<file path="config.mk">
export PLATFORM = sky130hd
export DESIGN_NAME = bypass_net
export DESIGN_NICKNAME = d
export VERILOG_FILES = /design/src/rtl/bypass_net_pkg.sv /design/src/rtl/bypass_src.sv /design/src/rtl/bypass_net.sv
export SDC_FILE = /design/constraint.sdc
export NUM_CORES = 1
export LEC_CHECK = 0
export ABC_AREA = 1
export ABC_CLOCK_PERIOD_IN_PS = 3700
export CAP_MARGIN = 5
export CORE_AREA = 4 4 225 227
export CTS_CLUSTER_DIAMETER = 120
export DETAILED_ROUTE_END_ITERATION = 12
export DIE_AREA = 0 0 229 231
export GPL_TIMING_DRIVEN = 0
export PLACE_DENSITY = 0.64
export REMOVE_ABC_BUFFERS = 1
export SYNTH_ARGS = -nofsm -noshare
export SYNTH_HDL_FRONTEND = slang
export SYNTH_HIERARCHICAL = 1
export SYNTH_SLANG_ARGS = --single-unit
</file>
<file path="constraint.sdc">
create_clock -name clk -period 3.7 [get_ports clk]
set_clock_uncertainty 0.15 [all_clocks]
set_input_delay 0.74 -clock clk [delete_from_list [all_inputs] [get_ports clk]]
set_output_delay 0.74 -clock clk [all_outputs]
set_load 0.05 [all_outputs]
</file>
<file path="src/rtl/bypass_net_pkg.sv">
// rtl/bypass_net_pkg.sv - shared widths and constants for the operand bypass network
package bypass_net_pkg;

    localparam int XLEN_DEFAULT = 64;
    localparam int REG_IDX_W    = 5;
    localparam logic [REG_IDX_W-1:0] X0_IDX = '0;

endpackage

</file>
<file path="src/rtl/bypass_src.sv">
// rtl/bypass_src.sv - one source operand: stage match, youngest-wins priority, sticky hold register
module bypass_src
    import bypass_net_pkg::*;
#(
    parameter int XLEN    = XLEN_DEFAULT,
    parameter int NUM_FWD = 2
) (
    input  logic                           clk,
    input  logic                           rst,
    input  logic                           src_en,
    input  logic [REG_IDX_W-1:0]           src_addr,
    input  logic [XLEN-1:0]                src_rf,
    input  logic [NUM_FWD-1:0]             fwd_rd_en,
    input  logic [NUM_FWD*REG_IDX_W-1:0]   fwd_rd,
    input  logic [NUM_FWD*XLEN-1:0]        fwd_data,
    input  logic [NUM_FWD-1:0]             fwd_data_ok,
    input  logic                           capture_en,
    input  logic                           hold_clr,
    output logic [XLEN-1:0]                src_out,
    output logic                           src_ok
);

    logic            hold_flag_q, hold_flag_d;
    logic [XLEN-1:0] hold_val_q, hold_val_d;
    logic            hit;
    logic            win_ok;
    logic [XLEN-1:0] win_data;

    // Scan oldest to youngest so the youngest matching stage overwrites the rest.
    always_comb begin
        hit      = 1'b0;
        win_ok   = 1'b0;
        win_data = '0;
        for (int k = NUM_FWD - 1; k >= 0; k--) begin
            if (src_en && (src_addr != X0_IDX) && fwd_rd_en[k] &&
                (fwd_rd[k*REG_IDX_W +: REG_IDX_W] == src_addr)) begin
                hit      = 1'b1;
                win_ok   = fwd_data_ok[k];
                win_data = fwd_data[k*XLEN +: XLEN];
            end
        end
    end

    always_comb begin
        src_out = src_rf;
        src_ok  = 1'b1;
        if (hold_flag_q) begin
            src_out = hold_val_q;
        end else if (hit) begin
            src_out = win_data;
            src_ok  = win_ok;
        end
    end

    // Only forwarded values are captured; register-file operands stay live in the ID/EXE latch.
    always_comb begin
        hold_flag_d = hold_flag_q;
        hold_val_d  = hold_val_q;
        if (hold_clr) begin
            hold_flag_d = 1'b0;
            hold_val_d  = '0;
        end else if (capture_en && !hold_flag_q && hit && win_ok) begin
            hold_flag_d = 1'b1;
            hold_val_d  = win_data;
        end
    end

    always_ff @(posedge clk) begin
        if (rst) begin
            hold_flag_q <= 1'b0;
            hold_val_q  <= '0;
        end else begin
            hold_flag_q <= hold_flag_d;
            hold_val_q  <= hold_val_d;
        end
    end

endmodule

</file>
<file path="src/rtl/bypass_net.sv">
// rtl/bypass_net.sv - EXE operand bypass network with per-source hold and hazard stall counter
module bypass_net
    import bypass_net_pkg::*;
#(
    parameter int XLEN    = XLEN_DEFAULT,
    parameter int NUM_SRC = 3,
    parameter int NUM_FWD = 2,
    parameter int CNT_W   = 32
) (
    input  logic                           clk,
    input  logic                           rst,
    input  logic                           exe_valid,
    input  logic                           exe_ready,
    input  logic                           exe_flush,
    input  logic [NUM_SRC-1:0]             src_en,
    input  logic [NUM_SRC*REG_IDX_W-1:0]   src_addr,
    input  logic [NUM_SRC*XLEN-1:0]        src_rf,
    input  logic [NUM_FWD-1:0]             fwd_rd_en,
    input  logic [NUM_FWD*REG_IDX_W-1:0]   fwd_rd,
    input  logic [NUM_FWD*XLEN-1:0]        fwd_data,
    input  logic [NUM_FWD-1:0]             fwd_data_ok,
    output logic [NUM_SRC*XLEN-1:0]        src_out,
    output logic [NUM_SRC-1:0]             src_ok,
    output logic                           operands_valid,
    output logic [CNT_W-1:0]               stall_cnt
);

    logic             capture_en;
    logic             hold_clr;
    logic [CNT_W-1:0] stall_cnt_q, stall_cnt_d;

    // Holding only makes sense while the instruction is stuck in EXE.
    assign capture_en = exe_valid && !exe_ready && !exe_flush;
    assign hold_clr   = exe_ready || exe_flush;

    for (genvar i = 0; i < NUM_SRC; i++) begin : g_src
        bypass_src #(
            .XLEN    (XLEN),
            .NUM_FWD (NUM_FWD)
        ) u_src (
            .clk         (clk),
            .rst         (rst),
            .src_en      (src_en[i]),
            .src_addr    (src_addr[i*REG_IDX_W +: REG_IDX_W]),
            .src_rf      (src_rf[i*XLEN +: XLEN]),
            .fwd_rd_en   (fwd_rd_en),
            .fwd_rd      (fwd_rd),
            .fwd_data    (fwd_data),
            .fwd_data_ok (fwd_data_ok),
            .capture_en  (capture_en),
            .hold_clr    (hold_clr),
            .src_out     (src_out[i*XLEN +: XLEN]),
            .src_ok      (src_ok[i])
        );
    end

    assign operands_valid = &src_ok;
    assign stall_cnt      = stall_cnt_q;

    always_comb begin
        stall_cnt_d = stall_cnt_q;
        if (exe_valid && !exe_flush && !operands_valid && (stall_cnt_q != {CNT_W{1'b1}})) begin
            stall_cnt_d = stall_cnt_q + CNT_W'(1);
        end
    end

    always_ff @(posedge clk) begin
        if (rst) begin
            stall_cnt_q <= '0;
        end else begin
            stall_cnt_q <= stall_cnt_d;
        end
    end

endmodule

</file>
Yosys cells after proc, flatten, opt, wreduce, memory -nomap -nowiden

Index checks and enable logic that the tools add are counted.

Register bits: 227
Latch bits: 0
Bits in writable memories: 0
Memory bits (read-only): 0
Bits of input ports: 357
Output and inout port bits: 228
Logic and storage cells: 86
Memories kept: 0

$add $sub $neg: 1
Multiply operators: 0
Divide/modulo/power cells: 0
Order comparisons: 0
Equality and inequality tests: 7
Shifts and indexed selects: 0
Mux-type cells: 30
Bitwise operators: 0
Reductions and logical operators: 41

Operator list:

| kind                                           | count |
|---|---|
| two-way mux 64 bit                             | 12 |
| adder 32 x 1 -> 32 bit (second input constant) | 1 |
| != test 32 bit (second input constant)         | 1 |
| == test 5 bit                                  | 6 |
| logical AND 1 bit                              | 29 |
| two-way mux 1 bit                              | 18 |
| nonzero test 5 bit                             | 3 |
| zero test 1 bit                                | 6 |
| AND reduction 3 bit                            | 1 |
| OR reduction 2 bit                             | 1 |
| logical OR 1 bit                               | 1 |

Depth between registers and ports, before layout

Gate-level depths: netlist of the first run.

Word-level depth: 12
Gate-level depth with buffers: 19
Mapped depth without buffers: 18

Modules after synthesis

Netlist of the first run, hierarchy kept.

By module, submodules not included:

| module     | instances | cells an instance | area each (sq um) |
|---|---|---|---|
| bypass_src | 3         | 925               | 5031.1 |
| bypass_net | 1         | 340               | 2063.2 |

Worst setup path before layout of the first run

OpenSTA, ideal clock, no wires.

Path kind: input -> output
Start point: in src_addr[9]
End point: out src_out[117]
Arrival time: 2774 ps
Path slack: 36 ps
Stages on the path: 10
Buffers on the path: 1
Path through: nor2_1 nand3_1 nand2_1 inv_2 nand3_1 nand2_1 inv_2 clkbuf_1 nor2_1 o21ai_0

Word-level cells in the longest chain between the ends: 8
Elaborated cells on any way between the ends: 14
Those cells by class: eq/ne (2); mux (6); reduce/logical (6)

Ends and longest elaborated chain:

| what                                                                 | line             | text |
|---|---|---|
| start: declaration                                                   | bypass_net.sv:16 | `input logic [NUM_SRC*REG_IDX_W-1:0] src_addr,` |
| nonzero test 5 bit                                                   | bypass_src.sv:35 | `if (src_en && (src_addr != X0_IDX) && fwd_rd_en[k] &&` |
| logical AND 1 bit (3 in a row)                                       | bypass_src.sv:35 |  |
| two-way mux 64 bit or two-way mux 1 bit (tied branches) (2 in a row) | bypass_src.sv:35 |  |
| two-way mux 64 bit (*)                                               | bypass_src.sv:49 | `end else if (hit) begin` |
| two-way mux 64 bit (*)                                               | bypass_src.sv:47 | `if (hold_flag_q) begin` |
| end: declaration                                                     | bypass_net.sv:22 | `output logic [NUM_SRC*XLEN-1:0] src_out,` |

Every way passes the cells marked *; elsewhere a longest branch is shown, timed or not.

Worst setup path in the final report of the first run

Start point: in fwd_rd[8]
End point: out src_out[170]

Word-level cells in the longest chain between the ends: 6
Elaborated cells on any way between the ends: 8
Those cells by class: eq/ne (1); mux (6); reduce/logical (1)

Ends and longest elaborated chain:

| what                                                                 | line             | text |
|---|---|---|
| start: declaration                                                   | bypass_net.sv:19 | `input logic [NUM_FWD*REG_IDX_W-1:0] fwd_rd,` |
| == test 5 bit (*)                                                    | bypass_src.sv:36 | `(fwd_rd[k*REG_IDX_W +: REG_IDX_W] == src_addr)) begin` |
| logical AND 1 bit (*)                                                | bypass_src.sv:35 |  |
| two-way mux 64 bit or two-way mux 1 bit (tied branches) (2 in a row) | bypass_src.sv:35 |  |
| two-way mux 64 bit (*)                                               | bypass_src.sv:49 |  |
| two-way mux 64 bit (*)                                               | bypass_src.sv:47 |  |

Marked as above.

==> run summary, run 1 <==
top_reg_cell synth = dfxtp_1
Max-slew headroom = 38.0%
Highest Signal Layer = met5
Leak = 13.4 nW
ys async rst share = 0%
CP Data Arrival Time = 2820 ps
final net count = 4040
Std-Cell Rows = 81
register area share after synthesis = 26.5%
post-route cell area = 26700 µm²
RSZ-0062 raised after global routing = yes
crit path buf inv count = 5
Worst R2R Path Depth = 10
Clock Sinks = 227
metal3 WL = 14400 µm
die area = 52900 µm²
detailed-route DRC error count = 0
average size of a mapped cell = 5.51 µm²
first-pass GRT wire length = 148000 µm
Longest Clk Path Bufs = 3
Final Max Slew Viols = 0
Synth cell types = 31
Slew @ Worst Pin = 930 ps
Starting Density = 35.3%
fin cells = 4345
Final Power = 7.64 mW
synthesized instance count = 3115
MaxCap Viol Count = 0
CP peak stage delay = 280 ps
Power Density = 287 nW/µm²
Yosys top cell by area = dfxtp_1
core box area = 48600 µm²
die width = 229 µm
CP most frequent cell = nand2_1
CP required = 2810 ps
GR Overflow Total = 0
CP top delay family = buffers and inverters
min cycle time layout = 3710 ps
number of routed nets with antenna violations = 0
Post-Syn Area = 17200 µm²
setup slack after layout = -8.69 ps
WL/cell = 24.9 µm
gr usage total = 37.1%
placed cell count = 4129
Tcrit/Tclk final = 100%
cell with the most instances after synthesis = nand2_1
Vias/cell = 5.62
crit-path cells = clkdlybuf4s15_2 -> inv_1 -> nand2_1 -> nand2_1 -> inv_1 -> nand2_1 -> nor2_1 -> nand3_4 -> buf_12 -> nand2_8 -> o21ai_0 -> o22ai_1 -> buf_4
status = finished, violations left
TritonCTS Buffers = 30
synth warn = 6
post-DP HPWL = 58500 µm
clock insertion delay at the later pin of the skew report = 600 ps
hold buffer count at CTS = 0
CTS tree = built
crit path max-delay cell type = clkdlybuf4s15_2
Critical Path Sink Type = primary output
Worst path depth = 13
wl on met1 = 40400 µm
metal2 WL = 46800 µm
CP max FO = 16
commonest cells in the netlist = nand2_1 (963), nor2_1 (683), inv_1 (276), dfxtp_1 (227), o21ai_0 (196)
I/O pin cnt = 585
proportion of netlist area held by the largest area contributor = 26.5%
drt initial violations = 2923
number of synthesized flops with an enable pin = 0
Final Hold Slack = 366 ps
vias in the first global route = 22000
Die Y-Extent = 231 µm
initial antenna violation count = 25
WHS Path Cells = 4
share of layout cells above drive strength 1 = 15.1%
DR vias = 24400
area growth from synthesis to layout = 55.4%
violated checks = setup timing
Setup crit start kind = primary input
HP Class = reg2reg
Final Hold Violating Endpoints = 0
Port-buffer cells = 584
total negative slack = -8.71 ps
Root Driver = clkbuf_16
total iterations of the first detailed-routing run = 6
placed cell area = 23500 µm²
max frequency = 0.270 GHz
Setup-failing EPs final = 2
largest cells by area after synthesis = dfxtp_1 (26%), nand2_1 (21%), nor2_1 (15%)
clock-pin slew on the worst setup and hold paths = 60 ps
WL final = 108000 µm
Worst VDD drop = 368 µV
largest net degree at the start of global routing = 127
synthesized flop and latch total = 227
WS Path Type = in2out
global placer's final weighted congestion = 0.911
# H-tree levels = 1
[metrics by stage]
stage	util, %	worst slack [ps]
floorplan	-	-2790
detailed placement	48.4	-2380
global placement	46.6	-9420
finish	54.8	-8.69
global route	54.8	-85.8
CTS	53.5	5.47
[what timing repair did]
action / CTS / global route
resized for setup: 1336 / 120
gates cloned: 37 / 14
setup buffers: 74 / 18
pin swaps: 33 / 27
endpoints found under the setup margin: 379 / 193
[registers in the layout, indices dropped and copies added (netlist names)]
signal,flops
g_src.u_src/hold_flag_q,3
g_src.u_src/hold_val_q,192
stall_cnt,32
[kinds of logic (layout without fill, tap and decap cells)]
| group | Yosys count | in the layout | synth area share [%] |
|---|---|---|---|
| adder cells (fa/ha/maj) | 1 | 1 | 0.0729 |
| other | 0 | 18 | 0 |
| buffers and inverters | 521 | 1100 | 12.9 |
| AO/OA/AOI/OAI | 440 | 440 | 14.2 |
| XOR/XNOR | 5 | 5 | 0.255 |
| flip-flops | 227 | 227 | 26.5 |
| AND/OR/NAND/NOR | 1921 | 1932 | 46.1 |
[worst min-delay path: stages, from the launching register on]
cell and delay (ps):
dfxtp_1 310, inv_1 50, nand2_1 40, nand2_1 50
nor2_1 30
[metal layers]
metal	track usage [%]	vias to the layer above
met5	0	-
met3	11.5	396
met4	18.6	12
met2	57.7	1793
met1	46.5	11000
li1	-	11200
[power breakdown]
part / leakage (nW) / switching [mW] / internal, mW / total [mW]
logic: 11.1 / 1.39 / 0.819 / 2.21
registers: 1.83 / 0.000812 / 2.44 / 2.45
clock network: 0.477 / 1.27 / 1.72 / 2.99
total: 13.4 / 2.66 / 4.98 / 7.64
[cell type report]
class	instances	area (µm²)
Clock buffer	49	902
Inverter	298	1260
Multi-Input combinational cell	2378	11100
Tap cell	622	778
Timing Repair Buffer	738	7890
Antenna cell	18	45.0
Sequential cell	227	4540
Fill cell	4848	22000
Clock inverter	6	66.3
Timing Repair inverter	9	92.6
[cells in the final DEF, fill, tap and decap left out, types with 3 or more instances in the layout]
cell type / count
buf_16: 25
o21ai_2: 8
buf_2: 26
o22ai_2: 18
nor2_1: 668
inv_1: 276
nor2_4: 24
buf_4: 208
clkbuf_1: 11
a21boi_1: 3
nand3_1: 38
o22ai_1: 159
nand3_2: 5
inv_16: 5
clkdlybuf4s15_2: 4
nor2_2: 9
a21oi_1: 35
clkbuf_8: 8
clkbuf_16: 43
buf_6: 27
nand2_8: 10
clkbuf_2: 20
clkdlybuf4s50_1: 359
nand2_1: 951
buf_12: 39
clkbuf_4: 3
nor2b_1: 3
inv_2: 13
nand2_4: 8
nand3_4: 11
nand2_2: 8
dfxtp_1: 227
inv_6: 7
o21ai_1: 47
diode_2: 18
o21ai_0: 167
nand4_1: 194
clkinv_2: 4
bufbuf_16: 8
[path summary, 6_finish.rpt]
path,from,endpoint,slack [ps]
max reg2reg,g_src[2].u_src/hold_flag_q,stall_cnt[17],760
min reg2reg,g_src[0].u_src/hold_val_q[49],g_src[0].u_src/hold_val_q[49],370
max,fwd_rd[8],src_out[170],-9
min,g_src[0].u_src/hold_val_q[49],g_src[0].u_src/hold_val_q[49],370
Note: power is estimated with default switching activity, not from simulation.
==> run 2: changes to the inputs <==
--- a/config.mk
+++ b/config.mk
@@ -12,7 +12,7 @@
 export CTS_CLUSTER_DIAMETER = 120
 export DETAILED_ROUTE_END_ITERATION = 12
 export DIE_AREA = 0 0 229 231
-export GPL_TIMING_DRIVEN = 0
+export GPL_TIMING_DRIVEN = 1
 export PLACE_DENSITY = 0.64
 export REMOVE_ABC_BUFFERS = 1
 export SYNTH_ARGS = -nofsm -noshare
==> run 2 against run 1 <==
The run now ends clean; clock power is 9.0% lower; total power is 4.4% lower; routed wire length is 16% lower; sequential power hardly changed; flip-flop and latch count stayed put; first-iteration DRC count is 30% lower; utilization is 1.2 points higher; worst hold slack worse by 19 ps; sequential share of layout area is 0.35 points lower; count of clock-buffer cells in the layout is 6 lower; via count is 3.8% lower; largest cell class unchanged.
==> run summary, run 2 (same netlist as run 1, synthesis figures left out) <==
TritonCTS Buffers = 29
post-route cell area = 27200 µm²
initial antenna violation count = 12
min cycle time layout = 3640 ps
first-pass GRT wire length = 133000 µm
max frequency = 0.275 GHz
WHS Path Cells = 2
WL/cell = 20.3 µm
Final Max Slew Viols = 0
gr usage total = 31.9%
CP Data Arrival Time = 2750 ps
total iterations of the first detailed-routing run = 5
CP max FO = 20
Setup-failing EPs final = 0
Port-buffer cells = 584
Starting Density = 35.3%
core box area = 48600 µm²
Final Hold Violating Endpoints = 0
setup slack after layout = 60.7 ps
detailed-route DRC error count = 0
Worst VDD drop = 323 µV
Slew @ Worst Pin = 581 ps
clock insertion delay at the later pin of the skew report = 580 ps
Longest Clk Path Bufs = 3
largest net degree at the start of global routing = 66
largest register by flop count = g_src.u_src/hold_val_q
Power Density = 268 nW/µm²
Final Power = 7.31 mW
commonest non-fill, non-tap cells in the layout = nand2_1 (949), nor2_1 (665), buf_4 (371), clkdlybuf4s50_1 (361), inv_1 (274)
Max-slew headroom = 61.2%
total negative slack = 0 ps
I/O pin cnt = 585
drt initial violations = 2045
Root Driver = clkbuf_16
HP Class = reg2reg
WS Path Type = in2out
placed cell area = 25300 µm²
Place WS = -360 ps
Vias/cell = 5.27
DR vias = 23500
max reg flops = 192
Tcrit/Tclk final = 98.4%
# H-tree levels = 1
die width = 229 µm
most common cell after layout, fill and taps aside = nand2_1
final core area utilization = 56.0%
Die Y-Extent = 231 µm
GR Overflow Total = 0
clock-pin slew on the worst setup and hold paths = 60 ps
Setup crit start kind = primary input
number of routed nets with antenna violations = 0
MaxCap Viol Count = 0
FILL cells = 4892
Critical Path Sink Type = primary output
CTS tree = built
CP required = 2810 ps
Leak = 13.9 nW
RSZ-0062 raised after global routing = yes
post-DP HPWL = 63300 µm
die area = 52900 µm²
final net count = 4168
area growth from synthesis to layout = 58.7%
Std-Cell Rows = 81
share of layout cells above drive strength 1 = 17.4%
Worst R2R Path Depth = 13
Clock Sinks = 227
vias in the first global route = 21700
hold buffer count at CTS = 0
WL final = 90600 µm
global placer's final weighted congestion = 0.948
status = completed
[run 2: cell types whose count changed in the layout (fill, tap and decap cells not counted), sizes merged, moves of 4 or more]
cell,before,now
buf,327,494
bufbuf,8,4
clkbuf,85,53
clkinv,10,3
diode,18,10
dlygate4sd2,1,13
nand2,977,969
[run 2: final cells by class]
| class | instances | area (µm²) | share of cell area [%] |
|---|---|---|---|
| Clock buffer | 43 | 828 | 3.04 |
| Multi-Input combinational cell | 2367 | 10800 | 39.5 |
| Tap cell | 622 | 778 | 2.86 |
| Antenna cell | 10 | 25.0 | 0.0919 |
| Inverter | 298 | 1140 | 4.18 |
| Timing Repair Buffer | 887 | 9110 | 33.5 |
| Clock inverter | 5 | 31.3 | 0.115 |
| Sequential cell | 227 | 4540 | 16.7 |
[run 2: final timing paths]
kind         slack, ps             to                       start
max                 60   src_out[163]                src_addr[14]
min                350   stall_cnt[1]                stall_cnt[1]
max reg2reg       1030  stall_cnt[31]  g_src[0].u_src/hold_flag_q
min reg2reg        350   stall_cnt[1]                stall_cnt[1]
[run 2: routing by layer]
layer | GRT usage (%) | part of all wire [%]
met1 | 41.7 | 42
met2 | 53.1 | 46
met3 | 6.59 | 9.0
met4 | 10.0 | 3.3
met5 | 0 | 0.032
[run 2: power by group]
| part | total [mW] | internal (mW) | leakage (nW) | switching [mW] |
|---|---|---|---|---|
| clock | 2.72 | 1.53 | 0.420 | 1.19 |
| sequential | 2.45 | 2.44 | 1.83 | 0.000696 |
| combinational | 2.14 | 0.877 | 11.7 | 1.27 |
[run 2: what timing repair did]
item	in CTS	in global routing
hold endpoints to repair	0	0
buffers inserted	14	10
resized for setup	126	73
endpoints found under the setup margin	194	170
pin swaps	41	32
cloned	15	1
[run 2: metrics by stage]
stage,hold slack [ps],instances
after global routing,381,4457
after detailed placement,336,4362
after CTS,345,4439
after global placement,348,4362
after floorplan,339,2892
final,347,4459
[run 2: worst max-delay path, cell delays in order]
cell and delay, ps:
dlygate4sd2_1 280, inv_1 70, nand2_1 60, nand2_1 40
nor2_1 150, buf_4 160, nand3_4 120, nor2_4 150
buf_6 160, buf_12 160, nand2_1 70, nand2_1 100
nor2_1 50, o22ai_1 170, buf_4 240
==> run 3: changes to the inputs <==
--- a/config.mk
+++ b/config.mk
@@ -6,12 +6,12 @@
 export NUM_CORES = 1
 export LEC_CHECK = 0
 export ABC_AREA = 1
-export ABC_CLOCK_PERIOD_IN_PS = 3700
 export CAP_MARGIN = 5
 export CORE_AREA = 4 4 225 227
 export CTS_CLUSTER_DIAMETER = 120
 export DETAILED_ROUTE_END_ITERATION = 12
 export DIE_AREA = 0 0 229 231
+export GPL_ROUTABILITY_DRIVEN = 0
 export GPL_TIMING_DRIVEN = 1
 export PLACE_DENSITY = 0.64
 export REMOVE_ABC_BUFFERS = 1
==> run 3 against run 2 <==
Design area up 0.38%; critical path type unchanged; register-to-register slack better by 150 ps; sequential share of layout area fell by 0.063 points; cell count up 0.25%; maximum frequency is 0.54% lower; critical endpoint is now src_out[59]; die area stayed put; largest cell class unchanged; count of clock-buffer cells in the layout rose by 5; routed wire length rose by 1.9%.
==> run summary, run 3 (same netlist as run 1, synthesis figures left out) <==
placed cell count = 4364
Setup crit start kind = primary input
Root Driver = clkbuf_16
total iterations of the first detailed-routing run = 5
Hold EP = stall_cnt[1]
Tcrit/Tclk final = 98.9%
detailed-route DRC error count = 0
drt initial violations = 2402
initial antenna violation count = 13
worst flop-to-flop path startpoint = g_src[2].u_src/hold_flag_q
number of routed nets with antenna violations = 0
Place WS = -363 ps
fin cells = 4470
FILL cells = 4818
MaxCap Viol Count = 0
first-pass GRT wire length = 132000 µm
GR Overflow Total = 0
Worst R2R Path Depth = 11
Slew @ Worst Pin = 524 ps
die width = 229 µm
WL final = 92300 µm
clock-pin slew on the worst setup and hold paths = 60 ps
Vias/cell = 5.29
largest register by flop count = g_src.u_src/hold_val_q
Hold Crit Start = stall_cnt[1]
crit path buf inv count = 7
Worst path depth = 12
CP most frequent cell = buf_6
CP peak stage delay = 490 ps
Power Density = 285 nW/µm²
CP Data Arrival Time = 2770 ps
clock insertion delay at the later pin of the skew report = 580 ps
WL/cell = 20.7 µm
CP max FO = 6
Die Y-Extent = 231 µm
WS Path Type = in2out
CTS tree = built
die area = 52900 µm²
Max-slew headroom = 65.0%
CP top delay family = buffers and inverters
HP Class = reg2reg
Worst VDD drop = 395 µV
R2R setup slack = 1180 ps
Longest Clk Path Bufs = 3
gr usage total = 31.8%
final core area utilization = 56.2%
RR Endpoint = stall_cnt[23]
DR vias = 23600
core box area = 48600 µm²
total negative slack = 0 ps
max frequency = 0.273 GHz
share of layout cells above drive strength 1 = 17.8%
final net count = 4173
max reg flops = 192
post-DP HPWL = 61900 µm
commonest non-fill, non-tap cells in the layout = nand2_1 (953), nor2_1 (665), buf_4 (382), clkdlybuf4s50_1 (361), inv_1 (276)
crit path max-delay cell type = clkdlybuf4s50_1
status = completed
largest net degree at the start of global routing = 80
placed cell area = 25100 µm²
Starting Density = 35.3%
Leak = 14.0 nW
Setup-failing EPs final = 0
vias in the first global route = 21700
min cycle time layout = 3660 ps
crit-path cells = clkdlybuf4s50_1 -> nand2_2 -> inv_2 -> nand4_1 -> nand2_4 -> buf_6 -> clkinv_8 -> clkbuf_16 -> buf_4 -> nor2_2 -> o22ai_2 -> buf_6
Critical Path Sink Type = primary output
setup slack after layout = 40.8 ps
Final Hold Violating Endpoints = 0
WHS Path Cells = 2
Std-Cell Rows = 81
Port-buffer cells = 584
most common cell after layout, fill and taps aside = nand2_1
TritonCTS Buffers = 30
# H-tree levels = 1
CP required = 2810 ps
area growth from synthesis to layout = 59.3%
hold buffer count at CTS = 0
Clock Sinks = 227
I/O pin cnt = 585
post-route cell area = 27300 µm²
Final Max Slew Viols = 0
run 3: per-stage QoR:
step / power (mW) / hold slack (ps)
final: 7.78 / 355
after CTS: 7.76 / 357
after global placement: 4.52 / 339
after global routing: 8.00 / 379
after floorplan: 3.43 / 339
after detailed placement: 4.52 / 347
run 3: worst max-delay path by stage:
stage	startpoint	endpoint	slack, ps
4_1_cts	src_addr[14]	src_out[177]	-20
3_3_place_gp	src_addr[9]	src_out[80]	-380
5_1_grt	src_en[0]	src_out[15]	-10
6_report	src_en[0]	src_out[59]	40
3_5_place_dp	fwd_rd[9]	src_out[53]	-360
2_1_floorplan	src_addr[4]	g_src[0].u_src/hold_val_q[0]	-2790
run 3: worst reg2reg max path, stage by stage (launching register included):
cell and delay, ps:
dfxtp_1 400, inv_4 390, nand4_1 340, nand3_1 190
nand2_1 200, buf_4 200, nor2_2 110, nand2_1 80
nor2_1 170, nand3_1 90, nand2_1 70, nor2_1 40
run 3: layout make-up:
| cell class | instances | area (µm²) | share of cell area (%) |
|---|---|---|---|
| Clock buffer | 48 | 950 | 3.47 |
| Multi-Input combinational cell | 2367 | 10800 | 39.5 |
| Clock inverter | 7 | 115 | 0.421 |
| Timing Repair Buffer | 891 | 8990 | 32.9 |
| Tap cell | 622 | 778 | 2.85 |
| Sequential cell | 227 | 4540 | 16.6 |
| Inverter | 298 | 1140 | 4.18 |
| Antenna cell | 10 | 25.0 | 0.0916 |
run 3: what timing repair did:
action                     CTS  global route
buffers inserted            10             9
setup endpoints to repair  195           194
gates cloned                11            12
gates resized for setup    102           107
pin swaps                   33            34
run 3: power by group:
part | internal, mW | leakage [nW] | switching [mW]
logic | 0.865 | 11.7 | 1.27
registers | 2.44 | 1.83 | 0.000630
clock network | 1.95 | 0.519 | 1.25
run 3: per-layer routing:
layer  track usage, %  share of wire (%)
met4             10.9                3.6
met1             41.6                 41
met3             6.28                9.5
met2             52.5                 45
met5                0              0.019
